--- src/rtl/mc_control_unit_if.sv ---
// mc_control_unit_if: control bus between the multicycle controller (master)
// and the ARM-subset datapath (slave).
interface mc_control_unit_if #(
  parameter int unsigned ALUCTL_W = 2
);
  logic [31:0]         Instr;
  logic [3:0]          ALUFlags;
  logic                PCWrite;
  logic                AdrSrc;
  logic                MemWrite;
  logic                IRWrite;
  logic [1:0]          ResultSrc;
  logic                ALUSrcA;
  logic [1:0]          ALUSrcB;
  logic [ALUCTL_W-1:0] ALUControl;
  logic [1:0]          ImmSrc;
  logic                RegWrite;
  logic [1:0]          RegSrc;
  logic [3:0]          Flags;
  logic [3:0]          state;
  logic                illegal;

  modport master (
    input  Instr, ALUFlags,
    output PCWrite, AdrSrc, MemWrite, IRWrite, ResultSrc, ALUSrcA, ALUSrcB,
           ALUControl, ImmSrc, RegWrite, RegSrc, Flags, state, illegal
  );

  modport slave (
    output Instr, ALUFlags,
    input  PCWrite, AdrSrc, MemWrite, IRWrite, ResultSrc, ALUSrcA, ALUSrcB,
           ALUControl, ImmSrc, RegWrite, RegSrc, Flags, state, illegal
  );
endinterface

--- src/rtl/mc_control_unit.sv ---
// mc_control_unit: multicycle FSM controller for the ARM-subset datapath.
// Sequences fetch/decode/execute/memory/writeback over a shared ALU and a
// unified memory port, holds the NZCV flag file and evaluates conditions.
// Optional feature: define MC_BL_LINK_EN to make BL write the link register.
module mc_control_unit #(
  parameter int unsigned ALUCTL_W = 2,
  parameter int unsigned MEM_LAT  = 1
) (
  input  logic              clk,
  input  logic              reset,
  mc_control_unit_if.master bus
);

  localparam int unsigned CNT_W = $clog2(MEM_LAT + 1);

  localparam logic [1:0] ALU_ADD = 2'd0;
  localparam logic [1:0] ALU_SUB = 2'd1;
  localparam logic [1:0] ALU_AND = 2'd2;
  localparam logic [1:0] ALU_ORR = 2'd3;

  typedef enum logic [3:0] {
    FETCH  = 4'd0,
    DECODE = 4'd1,
    MEMADR = 4'd2,
    MEMRD  = 4'd3,
    MEMWB  = 4'd4,
    MEMWR  = 4'd5,
    EXECR  = 4'd6,
    EXECI  = 4'd7,
    ALUWB  = 4'd8,
    BRANCH = 4'd9
  } stateT;

  stateT            stateQ;
  stateT            stateD;
  logic [CNT_W-1:0] waitCnt;
  logic [3:0]       flagsQ;

  logic [3:0] cond;
  logic [1:0] op;
  logic       immBit;
  logic [3:0] cmd;
  logic       sBit;
  logic       uBit;
  logic [3:0] rd;

  logic       waitDone;
  logic       condEx;
  logic       cmdLegal;
  logic       isCmp;
  logic       isLogical;
  logic [1:0] cmdAluOp;
  logic       flagWrite;

  logic       pcWrite;
  logic       adrSrc;
  logic       memWrite;
  logic       irWrite;
  logic [1:0] resultSrc;
  logic       aluSrcA;
  logic [1:0] aluSrcB;
  logic [1:0] aluOp;
  logic [1:0] immSrc;
  logic       regWrite;
  logic       illegalC;

  logic unusedInstrBits;

  assign cond   = bus.Instr[31:28];
  assign op     = bus.Instr[27:26];
  assign immBit = bus.Instr[25];
  assign cmd    = bus.Instr[24:21];
  assign sBit   = bus.Instr[20];
  assign uBit   = bus.Instr[23];
  assign rd     = bus.Instr[15:12];

  assign unusedInstrBits = ^{bus.Instr[19:16], bus.Instr[11:0]};

  assign waitDone = (waitCnt == CNT_W'(MEM_LAT - 1));

  // Condition evaluation against the registered flags (N Z C V = 3..0)
  always_comb begin
    condEx = 1'b0;
    case (cond)
      4'b0000: condEx = flagsQ[2];
      4'b0001: condEx = ~flagsQ[2];
      4'b0010: condEx = flagsQ[1];
      4'b0011: condEx = ~flagsQ[1];
      4'b0100: condEx = flagsQ[3];
      4'b0101: condEx = ~flagsQ[3];
      4'b0110: condEx = flagsQ[0];
      4'b0111: condEx = ~flagsQ[0];
      4'b1000: condEx = flagsQ[1] & ~flagsQ[2];
      4'b1001: condEx = ~flagsQ[1] | flagsQ[2];
      4'b1010: condEx = (flagsQ[3] == flagsQ[0]);
      4'b1011: condEx = (flagsQ[3] != flagsQ[0]);
      4'b1100: condEx = ~flagsQ[2] & (flagsQ[3] == flagsQ[0]);
      4'b1101: condEx = flagsQ[2] | (flagsQ[3] != flagsQ[0]);
      4'b1110: condEx = 1'b1;
      default: condEx = 1'b0;
    endcase
  end

  // Data-processing command decode; MOV uses ORR with Rn read as the B pass-through
  always_comb begin
    cmdLegal  = 1'b1;
    isCmp     = 1'b0;
    isLogical = 1'b0;
    cmdAluOp  = ALU_ADD;
    case (cmd)
      4'b0100: cmdAluOp = ALU_ADD;
      4'b0010: cmdAluOp = ALU_SUB;
      4'b1010: begin
        cmdAluOp = ALU_SUB;
        isCmp    = 1'b1;
      end
      4'b0000: begin
        cmdAluOp  = ALU_AND;
        isLogical = 1'b1;
      end
      4'b1100, 4'b1101: begin
        cmdAluOp  = ALU_ORR;
        isLogical = 1'b1;
      end
      default: cmdLegal = 1'b0;
    endcase
  end

  // Next-state and Moore outputs; reset squashes every enable in its cycle
  always_comb begin
    stateD    = stateQ;
    pcWrite   = 1'b0;
    adrSrc    = 1'b0;
    memWrite  = 1'b0;
    irWrite   = 1'b0;
    resultSrc = 2'b00;
    aluSrcA   = 1'b0;
    aluSrcB   = 2'b00;
    aluOp     = ALU_ADD;
    immSrc    = 2'b00;
    regWrite  = 1'b0;
    illegalC  = 1'b0;
    case (stateQ)
      FETCH: begin
        adrSrc    = 1'b0;
        aluSrcA   = 1'b1;
        aluSrcB   = 2'b10;
        aluOp     = ALU_ADD;
        resultSrc = 2'b10;
        if (waitDone) begin
          irWrite = 1'b1;
          pcWrite = 1'b1;
          stateD  = DECODE;
        end
      end
      DECODE: begin
        aluSrcA   = 1'b1;
        aluSrcB   = 2'b10;
        resultSrc = 2'b10;
        case (op)
          2'b01: stateD = MEMADR;
          2'b00: begin
            if (!cmdLegal) begin
              stateD   = FETCH;
              illegalC = 1'b1;
            end else begin
              stateD = immBit ? EXECI : EXECR;
            end
          end
          2'b10: begin
            stateD = BRANCH;
`ifdef MC_BL_LINK_EN
            if (bus.Instr[24]) regWrite = condEx;
`endif
          end
          default: begin
            stateD   = FETCH;
            illegalC = 1'b1;
          end
        endcase
      end
      MEMADR: begin
        aluSrcA = 1'b0;
        aluSrcB = 2'b01;
        immSrc  = 2'b01;
        aluOp   = uBit ? ALU_ADD : ALU_SUB;
        stateD  = sBit ? MEMRD : MEMWR;
      end
      MEMRD: begin
        adrSrc = 1'b1;
        if (waitDone) stateD = MEMWB;
      end
      MEMWB: begin
        resultSrc = 2'b01;
        regWrite  = condEx;
        pcWrite   = condEx && (rd == 4'd15);
        stateD    = FETCH;
      end
      MEMWR: begin
        adrSrc   = 1'b1;
        memWrite = condEx;
        stateD   = FETCH;
      end
      EXECR: begin
        aluSrcA = 1'b0;
        aluSrcB = 2'b00;
        aluOp   = cmdAluOp;
        stateD  = isCmp ? FETCH : ALUWB;
      end
      EXECI: begin
        aluSrcA = 1'b0;
        aluSrcB = 2'b01;
        immSrc  = 2'b00;
        aluOp   = cmdAluOp;
        stateD  = isCmp ? FETCH : ALUWB;
      end
      ALUWB: begin
        resultSrc = 2'b00;
        regWrite  = condEx;
        pcWrite   = condEx && (rd == 4'd15);
        stateD    = FETCH;
      end
      BRANCH: begin
        aluSrcA   = 1'b0;
        aluSrcB   = 2'b01;
        immSrc    = 2'b10;
        resultSrc = 2'b10;
        pcWrite   = condEx;
        stateD    = FETCH;
      end
      default: stateD = FETCH;
    endcase
    if (reset) begin
      pcWrite  = 1'b0;
      irWrite  = 1'b0;
      memWrite = 1'b0;
      regWrite = 1'b0;
      illegalC = 1'b0;
    end
  end

  // State register
  always_ff @(posedge clk) begin
    if (reset) stateQ <= FETCH;
    else       stateQ <= stateD;
  end

  // Wait counter, cleared whenever the state changes
  always_ff @(posedge clk) begin
    if (reset)                waitCnt <= '0;
    else if (stateD != stateQ) waitCnt <= '0;
    else                      waitCnt <= waitCnt + CNT_W'(1);
  end

  // NZCV flag file; logical ops refresh only N and Z
  assign flagWrite = ((stateQ == EXECR) || (stateQ == EXECI)) && (sBit || isCmp) && condEx;

  always_ff @(posedge clk) begin
    if (reset)          flagsQ <= 4'b0000;
    else if (flagWrite) flagsQ <= isLogical ? {bus.ALUFlags[3:2], flagsQ[1:0]} : bus.ALUFlags;
  end

  assign bus.PCWrite    = pcWrite;
  assign bus.AdrSrc     = adrSrc;
  assign bus.MemWrite   = memWrite;
  assign bus.IRWrite    = irWrite;
  assign bus.ResultSrc  = resultSrc;
  assign bus.ALUSrcA    = aluSrcA;
  assign bus.ALUSrcB    = aluSrcB;
  assign bus.ALUControl = ALUCTL_W'(aluOp);
  assign bus.ImmSrc     = immSrc;
  assign bus.RegWrite   = regWrite;
  assign bus.RegSrc     = (op == 2'b10) ? 2'b01 : ((op == 2'b01) && !sBit) ? 2'b10 : 2'b00;
  assign bus.Flags      = flagsQ;
  assign bus.state      = 4'(stateQ);
  assign bus.illegal    = illegalC;

endmodule

--- src/flat_wrapper.sv ---
// flat-port wrapper written by rule: the top's interface ports become plain ports
module mc_control_unit_flat 
#(
  parameter int unsigned ALUCTL_W = 2,
  parameter int unsigned MEM_LAT  = 1
)
  (clk, reset, bus_Instr, bus_ALUFlags, bus_PCWrite, bus_AdrSrc, bus_MemWrite, bus_IRWrite, bus_ResultSrc, bus_ALUSrcA, bus_ALUSrcB, bus_ALUControl, bus_ImmSrc, bus_RegWrite, bus_RegSrc, bus_Flags, bus_state, bus_illegal);
  mc_control_unit_if #(.ALUCTL_W(ALUCTL_W)) bus_i ();
  input  logic clk;
  input  logic reset;
  input wire logic [$bits(bus_i.Instr)-1:0] bus_Instr;
  input wire logic [$bits(bus_i.ALUFlags)-1:0] bus_ALUFlags;
  output wire logic [$bits(bus_i.PCWrite)-1:0] bus_PCWrite;
  output wire logic [$bits(bus_i.AdrSrc)-1:0] bus_AdrSrc;
  output wire logic [$bits(bus_i.MemWrite)-1:0] bus_MemWrite;
  output wire logic [$bits(bus_i.IRWrite)-1:0] bus_IRWrite;
  output wire logic [$bits(bus_i.ResultSrc)-1:0] bus_ResultSrc;
  output wire logic [$bits(bus_i.ALUSrcA)-1:0] bus_ALUSrcA;
  output wire logic [$bits(bus_i.ALUSrcB)-1:0] bus_ALUSrcB;
  output wire logic [$bits(bus_i.ALUControl)-1:0] bus_ALUControl;
  output wire logic [$bits(bus_i.ImmSrc)-1:0] bus_ImmSrc;
  output wire logic [$bits(bus_i.RegWrite)-1:0] bus_RegWrite;
  output wire logic [$bits(bus_i.RegSrc)-1:0] bus_RegSrc;
  output wire logic [$bits(bus_i.Flags)-1:0] bus_Flags;
  output wire logic [$bits(bus_i.state)-1:0] bus_state;
  output wire logic [$bits(bus_i.illegal)-1:0] bus_illegal;
  assign bus_i.Instr = bus_Instr;
  assign bus_i.ALUFlags = bus_ALUFlags;
  assign bus_PCWrite = bus_i.PCWrite;
  assign bus_AdrSrc = bus_i.AdrSrc;
  assign bus_MemWrite = bus_i.MemWrite;
  assign bus_IRWrite = bus_i.IRWrite;
  assign bus_ResultSrc = bus_i.ResultSrc;
  assign bus_ALUSrcA = bus_i.ALUSrcA;
  assign bus_ALUSrcB = bus_i.ALUSrcB;
  assign bus_ALUControl = bus_i.ALUControl;
  assign bus_ImmSrc = bus_i.ImmSrc;
  assign bus_RegWrite = bus_i.RegWrite;
  assign bus_RegSrc = bus_i.RegSrc;
  assign bus_Flags = bus_i.Flags;
  assign bus_state = bus_i.state;
  assign bus_illegal = bus_i.illegal;
  mc_control_unit #(.ALUCTL_W(ALUCTL_W), .MEM_LAT(MEM_LAT)) u_core (.clk(clk), .reset(reset), .bus(bus_i));
endmodule
--- config.mk ---
export PLATFORM = sky130hd
export DESIGN_NAME = mc_control_unit_flat
export DESIGN_NICKNAME = d
export VERILOG_FILES = /design/src/rtl/mc_control_unit_if.sv /design/src/rtl/mc_control_unit.sv /design/src/flat_wrapper.sv
export SDC_FILE = /design/constraint.sdc
export NUM_CORES = 1
export LEC_CHECK = 0
export CAP_MARGIN = 20
export CORE_UTILIZATION = 37
export DETAILED_ROUTE_END_ITERATION = 7
export GPL_ROUTABILITY_DRIVEN = 0
export PLACE_DENSITY_LB_ADDON = 0.12
export SLEW_MARGIN = 40
export SYNTH_ARGS = -nofsm -noshare
export SYNTH_HDL_FRONTEND = slang
export SYNTH_SLANG_ARGS = --single-unit
--- constraint.sdc ---
create_clock -name clk -period 3 [get_ports clk]
set_input_delay 0.75 -clock clk [delete_from_list [all_inputs] [get_ports clk]]
set_output_delay 0.75 -clock clk [all_outputs]
set_load 0.05 [all_outputs]
# == Word-level counts from Yosys, hierarchy flattened ==
# Index checks and enable logic that the tools add are counted.
# op_classes
n_mux,35
n_reduce_logical,24
add_sub_neg,1
bitwise,9
n_eq_ne,34
# ops
operator,count
$eq A4 B4 Y1 const B,13
$eq A4 B3 Y1 const B,9
$eq A4 B2 Y1 const B,5
$pmux W4 S5,1
$mux W1,18
$mux W4,4
$pmux W2 S2,4
$reduce_or A2 Y1,8
$pmux W1 S15,1
$logic_not A4 Y1,3
$pmux W4 S3,1
$reduce_or A3 Y1,3
$eq A4 B1 Y1 const B,2
$pmux W2 S3,1
$reduce_or A6 Y1,1
$not A1 Y1,5
$logic_and A1 B1 Y1,4
$mux W2,2
$ne A4 B4 Y1,1
$mux W3,1
$pmux W1 S3,1
$and A1 B1 Y1,2
$eq A2 B1 Y1 const B,1
$eq A2 B2 Y1 const B,1
other kinds (9),11
# word_totals
output_inout_bits,25
word_cells,107
inputBits,38
register_bits,9

# == Depth between registers and ports, before layout ==
# Gate-level depths: netlist of run 1.
# depth
ltp_word,8
depth_mapped,7
mapped_depth_nobuf,7

# == Worst setup path after synthesis of run 1 ==
# Ideal clock, no wire load.
# synth_timing
kind,input port to output port
startpoint,input port bus_Instr[30]
endpoint,output port bus_MemWrite
cell_stages,6
t_required_ns,2.250
n_path_buf,1
arrival_ns,3.153
path_slack_ns,-0.903
cell_sequence,buf_6 mux2i_1 or3_2 a31oi_4 nor4_2 nor4_1
# synth_via
elab_chain_len,4
elab_cells_between_ends,18
cone_classes,14 x eq/ne; 3 x mux; 1 x reduce/logical
# synth_lines
item,line_no,text
"start, declared",flat_wrapper.sv:11,input wire logic [$bits(bus_i.Instr)-1:0] bus_Instr;
$eq A4 B4 Y1 (tied with other cells),mc_control_unit.sv:84,case (cond)
$pmux W1 S15 (*),mc_control_unit.sv:84,
$mux W1 (*),mc_control_unit.sv:143,case (stateQ)
$mux W1 (*),mc_control_unit.sv:233,if (reset) begin
"end, declared",flat_wrapper.sv:15,output wire logic [$bits(bus_i.MemWrite)-1:0] bus_MemWrite;
# Mark *: on every way between the ends. The rest lies on a longest branch, timed or not.

# == Worst setup path in the final report of run 1 ==
# layout_timing
startpoint,input port bus_Instr[28]
endpoint,output port bus_PCWrite
# layout_via
elab_chain_len,5
elab_cells_between_ends,19
cone_classes,14 x eq/ne; 3 x mux; 2 x reduce/logical
# layout_lines
item,line_no,text
$eq A4 B4 Y1 (tied with other cells),mc_control_unit.sv:84,
$pmux W1 S15 (*),mc_control_unit.sv:84,
$logic_and A1 B1 Y1,"mc_control_unit.sv:196, mc_control_unit.sv:220",
$pmux W1 S3 (*),mc_control_unit.sv:143,
$mux W1 (*),mc_control_unit.sv:233,
"end, declared",flat_wrapper.sv:13,output wire logic [$bits(bus_i.PCWrite)-1:0] bus_PCWrite;
# Marks and branches as above.

==> impl_metrics.toml, run 1 <==
[run_status]
status = "complete, but fails checks"
violations = "setup timing"

[worst_setup_path]
r2r-end = "u_core.bus.Flags[0]$_SDFFE_PP0P_"
startpoint = "bus_Instr[28]"
reg2regPathDepth = 7
end_kind = "primary output"
cp-start-kind = "primary input"
crit_required_ps = 2250
path_class = "primary input to primary output"
cp_data_arrival_time_ps = 2360
r2r-start = "u_core.bus.Flags[3]$_SDFFE_PP0P_"
path_max_fanout = 4
rrSetupSlack_ps = 870

[timing]
clock_skew_ps = 6.15
slew_viol_final = 0
layout_setup_ws_ps = -112
setup_viol = 3
rsz0062_at_grt = "yes"
worstMarginPinSlew_ps = 510
relSlewSlack_pct = 65.9
max_freq_mhz = 321
final-hold-violation-count = 0
fin_crit_sh_pct = 104
period_minus_slack_ps = 3110

[clock_tree]
clkLatencyLatePin_ps = 260
cts_root_buf = "clkbuf_4"
htreeDepth = 1
ctsHoldBuffers = 0
cts_tree = "done"
cts.clk_slew.worst_paths_ps = 60
cts_sinks = 9
numCtsBuffers = 3
cts_buffer_depth = 2

[cells_and_area]
final_common_cell = "buf_4"
layout.filler_cells = 182
nets = 252
antenna_cells = 0
regArea_um2 = 180
final_area_um2 = 1990
multiInputGateArea_um2 = 935
area_growth_pct = 94.3
final_cell_mix = "buf_4, clkdlybuf4s50_1, buf_12, nor2_1, dfxtp_1"
drive_above_1_share_pct = 37.8

[place]
dp_hpwl_um = 2830
port-buffer-count = 46
placed_cell_area_um2 = 1870

[floorplanning]
fp.dieArea_um2 = 2980
placeableCoreArea_um2 = 2540
pin_count = 63
start_util_pct = 40.2
row_count = 18
dieWidth_um = 54.6
die_y_um = 54.6

[logic_synthesis]
yosys_register_bits = 9
synth_area_um2 = 1020
seq_area_frac_synth_pct = 17.6
avgSynthCellArea_um2 = 7.53
ys.flop_type = "dfxtp_1"
synthesis.nets = 178
synth_enable_flop_cells = 0
synthCells = 136
synth.top_cell.area_share_pct = 17.6
synthTopCellsByArea = "dfxtp_1, mux2i_1, ha_1, nor3_1, nand2b_1"
synth_top_area_cell = "dfxtp_1"
yosysWarnings = 0
synth_cell_type_count = 50
async_flop_share_pct = 0

[pwr]
p_leak_nw = 0.795
cellPowerDensity_nw_per_um2 = 254
power_uw = 505
ir_drop_uv = 298

[detailed_routing]
wl_per_cell_um = 15.6
wirelength_um = 3740
vias = 1331
first_iter_violations = 27
dr.pass1.iters = 4
via_per_inst = 5.57
postRouteAntennaNets = 0
drc_errors = 0

[global_routing]
grt_max_degree = 13
grt-ovfl-total = 0
grt_usage_pct = 25.4
grt_pass1_wl_um = 5470
grt_pass1_vias = 1227
grt_antenna_before_repair = 0

[job]
max_cap_viol_count = 0

[hold_path]
whs_endpoint = "u_core.bus.Flags[1]$_SDFFE_PP0P_"
hp-class = "flip-flop to flip-flop"
hold_depth = 2
min_from = "u_core.bus.Flags[1]$_SDFFE_PP0P_"
==> worst max-delay path by stage <==
stage	to	slack, ps	cells past startpoint
floorplan	bus_ResultSrc[1]	-150	4
global placement	bus_PCWrite	-530	8
detailed placement	bus_PCWrite	-580	8
CTS	bus_PCWrite	-130	9
global route	bus_PCWrite	-160	9
finish	bus_PCWrite	-110	8
==> per-layer routing <==
| layer | vias to the layer above | track usage, % | share of wire [%] |
|---|---|---|---|
| li1 | 657 | - | - |
| met1 | 619 | 34.4 | 42 |
| met2 | 51 | 42.4 | 52 |
| met3 | 4 | 2.78 | 5.6 |
| met4 | 0 | 5.98 | 0.51 |
| met5 | - | 0 | 0 |
==> cells in the mapped netlist, types with 2 or more instances <==
master    instances
nand3_1           2
nor2_1            9
a21oi_1           8
inv_2             2
and2_1            3
nor3b_1           5
clkbuf_1          3
nand2_1           8
nand3b_1          3
inv_1             5
o32ai_1           4
nand2b_1          7
nor4_1            2
mux2i_1           6
dfxtp_1           9
ha_1              4
a31oi_1           2
or2_2             3
or3_1             3
nor2b_1           2
nor4b_1           2
nor3_1           10
xor2_1            2
o21ai_1           3
o21ai_0           3
buf_2             2
==> critical path, stage by stage <==
cell and delay, ps:
dlygate4sd2_1 300, nor2b_2 80, nor3b_2 150, a31o_1 240, nor4_4 380, a2111oi_4 60
a21o_2 260, buf_12 140
==> area by class of cell <==
type | instances | area share (%)
Multi-Input combinational cell | 113 | 47.0
Clock buffer | 3 | 1.13
Tap cell | 30 | 1.89
Sequential cell | 9 | 9.06
Inverter | 7 | 1.32
Timing Repair Buffer | 76 | 39.3
Clock inverter | 1 | 0.252
==> registers in the layout, indices dropped and copies added, names as in the netlist <==
register / count
u_core.bus.Flags: 4
u_core.bus.state: 4
u_core.waitCnt: 1
==> metrics by stage <==
step                      util [%]  cells  setup slack, ps  TNS (ps)  hold WS [ps]
after detailed placement      73.6    233             -582     -1720           556
after global placement        73.6    233             -530     -1510           544
after global routing          78.1    239             -159      -380           612
after floorplan                  -    136             -152      -295           563
after CTS                     76.3    238             -129      -166           571
final                         78.1    239             -112      -231           572
==> kinds of logic after synthesis <==
family / share of synthesized area (%)
mux: 5.87
flops: 17.6
xor+xnor: 2.57
fa+ha+maj: 4.89
buf+inv: 6.11
simple gates: 38.9
compound gates: 24.1
==> report_power, final <==
| part | total [mW] | switching, mW | internal [mW] |
|---|---|---|---|
| registers | 0.136 | 0.0125 | 0.123 |
| clock network | 0.0915 | 0.0424 | 0.0491 |
| logic | 0.278 | 0.147 | 0.131 |
==> what timing repair did <==
action,CTS,global route
buffers inserted,1,1
gates resized for setup,26,8
setup endpoints to repair,4,4
pin swaps,9,8
cloned,0,0
Note: power is estimated with default switching activity, not from simulation.
==> inputs of run 2 (changes only) <==
CORE_MARGIN = 10   (was unset)
HOLD_SLACK_MARGIN = 0.02   (was unset)
SKIP_LAST_GASP = 1   (was unset)
==> run 2 against run 1 <==
  * The flow still finishes with violations (setup timing)
  * Design area up 0.69%
  * Routed wire length up 0.96%
  * Power down 0.63%
  * Die area up 77%
  * Count of clock-buffer cells in the layout unchanged
  * Via count down 1.6%
  * Hold slack better by 16 ps
  * Worst setup slack worse by 2.7 ps
  * Combinational power about the same
  * First-iteration DRC count rose to 2.9 times the previous value
  * Largest cell class unchanged
==> impl_metrics.toml, run 2 (same netlist as run 1, synthesis figures left out) <==
[timing]
slew_viol_final = 0
period_minus_slack_ps = 3110
final-hold-violation-count = 0
hold_ws_ps = 587
relSlewSlack_pct = 66.0
layout_setup_ws_ps = -114
setup_tns_ps = -168
max_freq_mhz = 321
worstMarginPinSlew_ps = 508
fin_crit_sh_pct = 104
clock_skew_ps = 5.28
setup_viol = 2
rsz0062_at_grt = "yes"

[worst_setup_path]
r2r-end = "u_core.bus.Flags[0]$_SDFFE_PP0P_"
path_max_fanout = 5
path_delay_family = "compound AO/OA/AOI/OAI gates"
crit_path_end = "bus_PCWrite"
cp-start-kind = "primary input"
crit_path_top_delay_cell = "or3_4"
cp_data_arrival_time_ps = 2360
r2r-start = "u_core.bus.Flags[1]$_SDFFE_PP0P_"
critPathBufInv = 3
startpoint = "bus_Instr[30]"
reg2regPathDepth = 9
path_cells = "buf_8 > buf_6 > mux2i_1 > or3_4 > a31oi_4 > nor4_4 > a2111oi_2 > a21o_2 > buf_12"
cp.depth = 9
path_class = "primary input to primary output"
crit_required_ps = 2250
rrSetupSlack_ps = 780
cpPeakStageDelay_ps = 360
end_kind = "primary output"

[clock_tree]
ctsHoldBuffers = 0
cts_sinks = 9
clkLatencyLatePin_ps = 250
cts.clk_slew.worst_paths_ps = 60
cts_root_buf = "clkbuf_4"
htreeDepth = 1
cts_tree = "done"
cts_buffer_depth = 2
numCtsBuffers = 3

[floorplanning]
placeableCoreArea_um2 = 2710
start_util_pct = 37.8
die_y_um = 72.6
dieWidth_um = 72.6
pin_count = 63
fp.dieArea_um2 = 5270
row_count = 19

[detailed_routing]
drc_errors = 0
via_per_inst = 5.44
wirelength_um = 3780
dr.pass1.iters = 4
vias = 1310
postRouteAntennaNets = 0
first_iter_violations = 78
wl_per_cell_um = 15.7

[pwr]
p_leak_nw = 0.799
ir_drop_uv = 271
cellPowerDensity_nw_per_um2 = 251

[job]
max_cap_viol_count = 0

[place]
dp.cells = 234
port-buffer-count = 46
pre_cts_slack_ps = -586
dp_hpwl_um = 3160

[global_routing]
grt_pass1_vias = 1338
grt_antenna_before_repair = 0
grt_pass1_wl_um = 6260
grt_usage_pct = 13.8
grt_max_degree = 15
grt-ovfl-total = 0

[cells_and_area]
final_common_cell = "buf_4"
utilization_pct = 73.9
instances_no_fill = 241
multiInputGateArea_um2 = 943
layout.filler_cells = 229
area_growth_pct = 95.6
regArea_um2 = 181
antenna_cells = 0
drive_above_1_share_pct = 39.0
nets = 253
final_cell_mix = "buf_4, clkdlybuf4s50_1, nor2_1, buf_12"

[hold_path]
hold_depth = 2
hp-class = "flip-flop to flip-flop"

[run_status]
status = "complete, but fails checks"
violations = "setup timing"
-- run 2: changes by cell type in the layout (fill, tap and decap cells not counted), sizes merged --
cell,delta
buf,+1
clkdlybuf4s15,+1
dlygate4sd2,-1
-- run 2: cell type report --
type,instances,share of cell area [%]
clock inverters,1,0.250
inverters,7,1.31
clock buffers,3,1.13
repair buffers,77,39.2
multi-input cells,113,47.1
well taps,31,1.94
flip-flops and latches,9,9.06
-- run 2: worst min-delay path by stage --
stage	start	endpoint	slack [ps]
floorplan	u_core.waitCnt$_SDFF_PP0_	u_core.bus.state[0]$_SDFF_PP0_	560
global placement	u_core.bus.Flags[1]$_SDFFE_PP0P_	u_core.bus.Flags[1]$_SDFFE_PP0P_	550
detailed placement	u_core.bus.Flags[1]$_SDFFE_PP0P_	u_core.bus.Flags[1]$_SDFFE_PP0P_	570
CTS	u_core.bus.Flags[1]$_SDFFE_PP0P_	u_core.bus.Flags[1]$_SDFFE_PP0P_	590
global route	u_core.bus.Flags[1]$_SDFFE_PP0P_	u_core.bus.Flags[1]$_SDFFE_PP0P_	630
finish	u_core.bus.Flags[1]$_SDFFE_PP0P_	u_core.bus.Flags[1]$_SDFFE_PP0P_	590
-- run 2: routing by layer --
metal / part of all wire [%] / vias to the layer above / GRT usage, % / routed length (um)
li1: - / 656 / - / -
met1: 44 / 617 / 17.3 / 1650
met2: 49 / 35 / 23.0 / 1850
met3: 6.8 / 2 / 3.27 / 257
met4: 0.26 / 0 / 2.95 / 10
met5: 0 / - / 0 / 0
-- run 2: where the power goes --
group / leakage (nW) / switching, mW / internal (mW) / total [mW]
Clock: 0.0177 / 0.0402 / 0.0490 / 0.0892
Combinational: 0.708 / 0.144 / 0.133 / 0.277
Sequential: 0.0735 / 0.0123 / 0.123 / 0.136
-- run 2: timing repair --
item / in CTS / in global routing
pin swaps: 9 / 10
buffers inserted: 1 / 2
setup endpoints to repair: 4 / 5
gates resized for setup: 27 / 10
-- run 2: worst register-to-register path, stage by stage, from the launching register on --
cell	delay, ps
dfxtp_1	460
nor3b_2	300
o32ai_4	110
o221a_1	290
buf_4	140
buf_4	120
buf_4	120
o21a_2	200
o22a_1	230
mux2i_1	130
-- run 2: through the flow --
stage / total power [mW] / cell area [um2]
after floorplan: 0.279 / 1120
after global placement: 0.400 / 1870
after detailed placement: 0.405 / 1870
after CTS: 0.503 / 1950
after global routing: 0.530 / 2000
final: 0.502 / 2000
==> variant 1 (config.mk and constraints of run 2) <==
`ALUCTL_W` is set to 2 in 3 places; all go to 4.
--- a/src/rtl/mc_control_unit_if.sv
+++ b/src/rtl/mc_control_unit_if.sv
@@ -2,5 +2,5 @@
 // and the ARM-subset datapath (slave).
 interface mc_control_unit_if #(
-  parameter int unsigned ALUCTL_W = 2
+  parameter int unsigned ALUCTL_W = 4
 );
   logic [31:0]         Instr;
--- a/src/rtl/mc_control_unit.sv
+++ b/src/rtl/mc_control_unit.sv
@@ -4,5 +4,5 @@
 // Optional feature: define MC_BL_LINK_EN to make BL write the link register.
 module mc_control_unit #(
-  parameter int unsigned ALUCTL_W = 2,
+  parameter int unsigned ALUCTL_W = 4,
   parameter int unsigned MEM_LAT  = 1
 ) (
--- a/src/flat_wrapper.sv
+++ b/src/flat_wrapper.sv
@@ -2,5 +2,5 @@
 module mc_control_unit_flat 
 #(
-  parameter int unsigned ALUCTL_W = 2,
+  parameter int unsigned ALUCTL_W = 4,
   parameter int unsigned MEM_LAT  = 1
 )
Interface: changed (resized bus_ALUControl); port bits go from 63 to 65. The function was not compared with the original's and may differ.
==> variant 1 against run 2 <==
  * The run still ends with setup timing left
  * Sequential cell count did not move
  * Core utilization fell by 1.1 points
  * Cell area fell by 0.62%
  * Synthesized cell count rose by 2.2%
  * Hold slack got worse by 7.4 ps
  * Synthesized area rose by 1.8%
  * Global-route usage rose by 0.12 points
  * Routed wire length rose by 1.8%
  * First-iteration DRC count fell by 47%
  * Clock power rose by 2%
  * Critical endpoint unchanged
  * Worst setup slack improved by 71 ps
  * Total power rose by 0.56%
==> variant 1: results (changes against run 2) <==
| Metric | Value |
|---|---|
| Hold Slack | 580 ps (-7.43 ps) |
| Final worst slack | -43.2 ps (+71.1 ps) |
| Iter 0 DRT Violations | 41 (-47%) |
| Synth unique cells | 52 (+4.0%) |
| Leak Pwr | 0.800 nW (about the same) |
| Vias | 1331 (+1.6%) |
| Mapped Cells | 139 (+2.2%) |
| Final setup viols | 2 (unchanged) |
| Top cells by area, synth | dfxtp_1 17%, mux2i_1 5.8%, ha_1 4.8% |
| Met2 usage | 25.8% (+2.8 points) |
| Synth Area in XOR/XNOR | 2.52% (-0.046 points) |
| Status | finished with violations |
| PostCTS Resize Cnt | 24 (-11%) |
| Final Net Count | 254 (+0.40%) |
| Compound-Gate Fraction of Synth Area | 23.6% (-0.43 points) |
| Final wirelength | 3850 um (+1.8%) |
| Worst Path Arrival | 2290 ps (-70 ps) |
| Layout cell share with drive strength beyond 1 | 38.4% (-0.66 points) |
| Routing usage on met3 | 5.44% (+2.2 points) |
| Placed cell count | 230 (-1.7%) |
| VDD IR-drop max | 0.295 mV (+9.2%) |
| FF-to-FF Start | u_core.bus.state[2]$_SDFF_PP0_ |
| First-pass GRT wire length | 6330 um (+1.2%) |
| Violated checks | setup timing |
| Worst-margin pin slew | 549 ps (+40.7 ps) |
| Vias per inst | 5.50 (+1.2%) |
-- variant 1: cell count changes in the layout (fill, tap and decap cells not counted), sizes merged --
cell	run 2	this run
clkdlybuf4s50	28	27
clkbuf	4	5
conb	0	2
clkinv	1	0
clkdlybuf4s15	1	0
buf	45	46
-- variant 1: cell type report --
type	instances	area (sq um)	area share (%)
multi-input combinational	115	952	47.9
timing repair buffer	76	764	38.4
sequential	9	181	9.12
tap	31	38.8	1.95
clock buffer	4	26.3	1.32
inverter	7	26.3	1.32
-- variant 1: report_power, final --
group | internal (mW) | leakage [nW] | switching (mW) | total, mW
clock | 0.0511 | 0.0150 | 0.0397 | 0.0908
sequential | 0.123 | 0.0735 | 0.0142 | 0.138
combinational | 0.129 | 0.711 | 0.147 | 0.276
-- variant 1: critical path, cell delays in order --
cell and delay [ps]:
buf_8 110, buf_6 110, nor3b_4 210, o32ai_4 120
o221a_1 290, nor4_4 220, a2111oi_2 60, a21o_2 260
buf_12 140
==> variant 2 (settings of run 2) <==
Made on the original files. Reset style: asynchronous (`reset`), changed in 3 clocked blocks.
--- a/src/rtl/mc_control_unit.sv
+++ b/src/rtl/mc_control_unit.sv
@@ -241,5 +241,5 @@
 
   // State register
-  always_ff @(posedge clk) begin
+  always_ff @(posedge clk or posedge reset) begin
     if (reset) stateQ <= FETCH;
     else       stateQ <= stateD;
@@ -247,5 +247,5 @@
 
   // Wait counter, cleared whenever the state changes
-  always_ff @(posedge clk) begin
+  always_ff @(posedge clk or posedge reset) begin
     if (reset)                waitCnt <= '0;
     else if (stateD != stateQ) waitCnt <= '0;
@@ -256,5 +256,5 @@
   assign flagWrite = ((stateQ == EXECR) || (stateQ == EXECI)) && (sBit || isCmp) && condEx;
 
-  always_ff @(posedge clk) begin
+  always_ff @(posedge clk or posedge reset) begin
     if (reset)          flagsQ <= 4'b0000;
     else if (flagWrite) flagsQ <= isLogical ? {bus.ALUFlags[3:2], flagsQ[1:0]} : bus.ALUFlags;
Check against the original RTL: differs if reset is asserted again (counterexample within 4 cycles, from zero or initial values and one cycle with reset high); with reset held inactive, the same outputs for 10 cycles.
==> variant 2 against run 2 <==
  * The flow still finishes with violations (setup timing)
  * Worst setup slack better by 42 ps
  * Maximum frequency is 1.4% higher
  * Critical path depth is 2 lower
  * Cell area is 14% lower
  * Synthesized area is 5.0% lower
  * Routed wire length is 14% lower
  * Sequential cell count stayed put
  * First-iteration DRC count is 12% lower
  * Die area is 3.6% lower
Power is left out: it rests on default switching activity, and per cell area and clock period it moved more than threefold.
==> variant 2: results (changes against run 2) <==
| Metric | Value |
|---|---|
| Slew HR | 65.6% (-0.45 points) |
| Iter 0 DRT Violations | 69 (-12%) |
| Final setup viols | 3 (+1) |
| Placed Area | 1650 sq um (-12%) |
| First-pass GRT wire length | 5600 um (-11%) |
| Hold path start | u_core.bus.Flags[0]$_DFFE_PP0P_ |
| Clk pin slew, worst setup/hold paths | 60 ps (about the same) |
| Root Driver | clkbuf_4 |
| Synth unique cells | 43 (-14%) |
| Crit path from | bus_Instr[29] |
| # Max-Cap Violations | 0 (unchanged) |
| Post-DR wirelength/cell | 15.4 um (-1.4%) |
| Yosys warns | 0 (unchanged) |
| Violated checks | setup timing |
| Total GRT Usage | 12.7% (-1.0 points) |
| Worst Path Arrival | 2320 ps (-40 ps) |
| Post-synth top area cell | dfrtp_1 |
| Final HPWL DP | 2630 um (-17%) |
| Largest net degree at the start of global routing | 14 (-1) |
| Top cells by area, synth | dfrtp_1 23%, nor2_1 6.6%, mux2i_1 6.2% |
| Status | finished with violations |
| Ant. Diodes | 0 (unchanged) |
| Port buffer count | 46 (unchanged) |
| Crit-path slowest cell | or4b_4 |
| Final Skew | 6.08 ps (+0.797 ps) |
| Antenna violations before repair | 0 (unchanged) |
| Reg2reg setup slack | 610 ps (-170 ps) |
| FF-to-FF Start | u_core.bus.Flags[3]$_DFFE_PP0P_ |
| Synthesized Nets | 161 (-9.6%) |
| Clock Tree Buf Depth | 2 (unchanged) |
| CP Max Fanout | 2 (-3) |
| Hold endpoint | u_core.bus.Flags[0]$_DFFE_PP0P_ |
| H-tree depth | 1 (unchanged) |
| Commonest cells in the netlist | 17 x nor2_1, 9 x dfrtp_1, 6 x mux2i_1 |
| Layout cell share with drive strength beyond 1 | 28.5% (-11 points) |
| Hold Slack | 605 ps (+17.7 ps) |
| Reg2reg end | u_core.bus.Flags[1]$_DFFE_PP0P_ |
| Vias in the first global route | 1253 (-6.4%) |
| Later-pin clock latency in the skew report | 260 ps |
| CTS buffer count | 3 (unchanged) |
| Sequential share of the synthesized area | 23.2% (+5.6 points) |
| Vias per inst | 5.44 (about the same) |
| Final worst slack | -71.9 ps (+42.4 ps) |
| CP peak stage delay | 520 ps (+160 ps) |
| Async set-reset flop share out of synthesis | 100% (+100 points) |
| Final Net Count | 222 (-12%) |
| Hold Path Class | reg2reg |
| WHS Path Cells | 1 (-1) |
variant 2: cell count changes after synthesis, moves of 3 or more:
cell	before	now
o21ai_1	3	0
dfxtp_1	9	0
nor2_1	9	17
dfrtp_1	0	9
mux2_1	0	4
nand2b_1	7	3
a21oi_1	8	5
nand2_1	8	5
nor3_1	10	3
o32ai_1	4	0
variant 2: per-stage QoR:
stage,setup WS (ps),cells,TNS (ps),util (%)
after detailed placement,-452,204,-1300,66.2
final,-71.9,209,-110,68.9
after CTS,-160,210,-383,68.6
after global routing,-109,209,-242,68.9
after floorplan,-101,119,-137,-
after global placement,-445,204,-1250,66.2
variant 2: what timing repair did:
item,CTS,global route
gates cloned,0,0
hold buffers,0,0
setup endpoints to repair,4,4
buffers inserted,2,0
pin swaps,6,6
resized for setup,19,4
variant 2: cell families (layout without fill, tap and decap cells):
family | Yosys count | after routing | synth area share, %
flip-flops | 9 | 9 | 23.2
AND/OR/NAND/NOR | 57 | 57 | 33.3
multiplexers | 12 | 12 | 13.1
XOR/XNOR | 2 | 2 | 1.80
AO/OA/AOI/OAI | 24 | 24 | 17.2
adder cells (fa/ha/maj) | 4 | 4 | 5.15
buffers and inverters | 11 | 71 | 6.18
variant 2: worst reg2reg max path, cell delays in order, from the launching register on:
cell and delay, ps:
dfrtp_1 430, xnor2_1 270, mux2i_1 120, nor4_1 190, buf_4 170, a221oi_4 60
buf_4 150, buf_4 130, or3_1 410, mux2_1 330
variant 2: routing by layer:
| metal | wire, um | GRT usage, % |
|---|---|---|
| met5 | 0 | 0 |
| met2 | 1640 | 22.5 |
| met4 | 40 | 5.38 |
| met1 | 1320 | 13.9 |
| met3 | 229 | 3.44 |
variant 2: worst max path at each step:
stage             endpoint  slack (ps)  depth (start not counted)
2_1_floorplan  bus_PCWrite        -100                          6
3_3_place_gp   bus_PCWrite        -450                          7
3_5_place_dp   bus_PCWrite        -450                          7
4_1_cts        bus_PCWrite        -160                          7
5_1_grt        bus_PCWrite        -110                          7
6_report       bus_PCWrite         -70                          7
variant 2: cell type report:
type / instances / area, sq um
inverter: 5 / 18.8
sequential: 9 / 225
tap: 30 / 37.5
multi-input combinational: 99 / 767
clock buffer: 4 / 26.3
fill: 213 / 778
timing repair buffer: 62 / 647
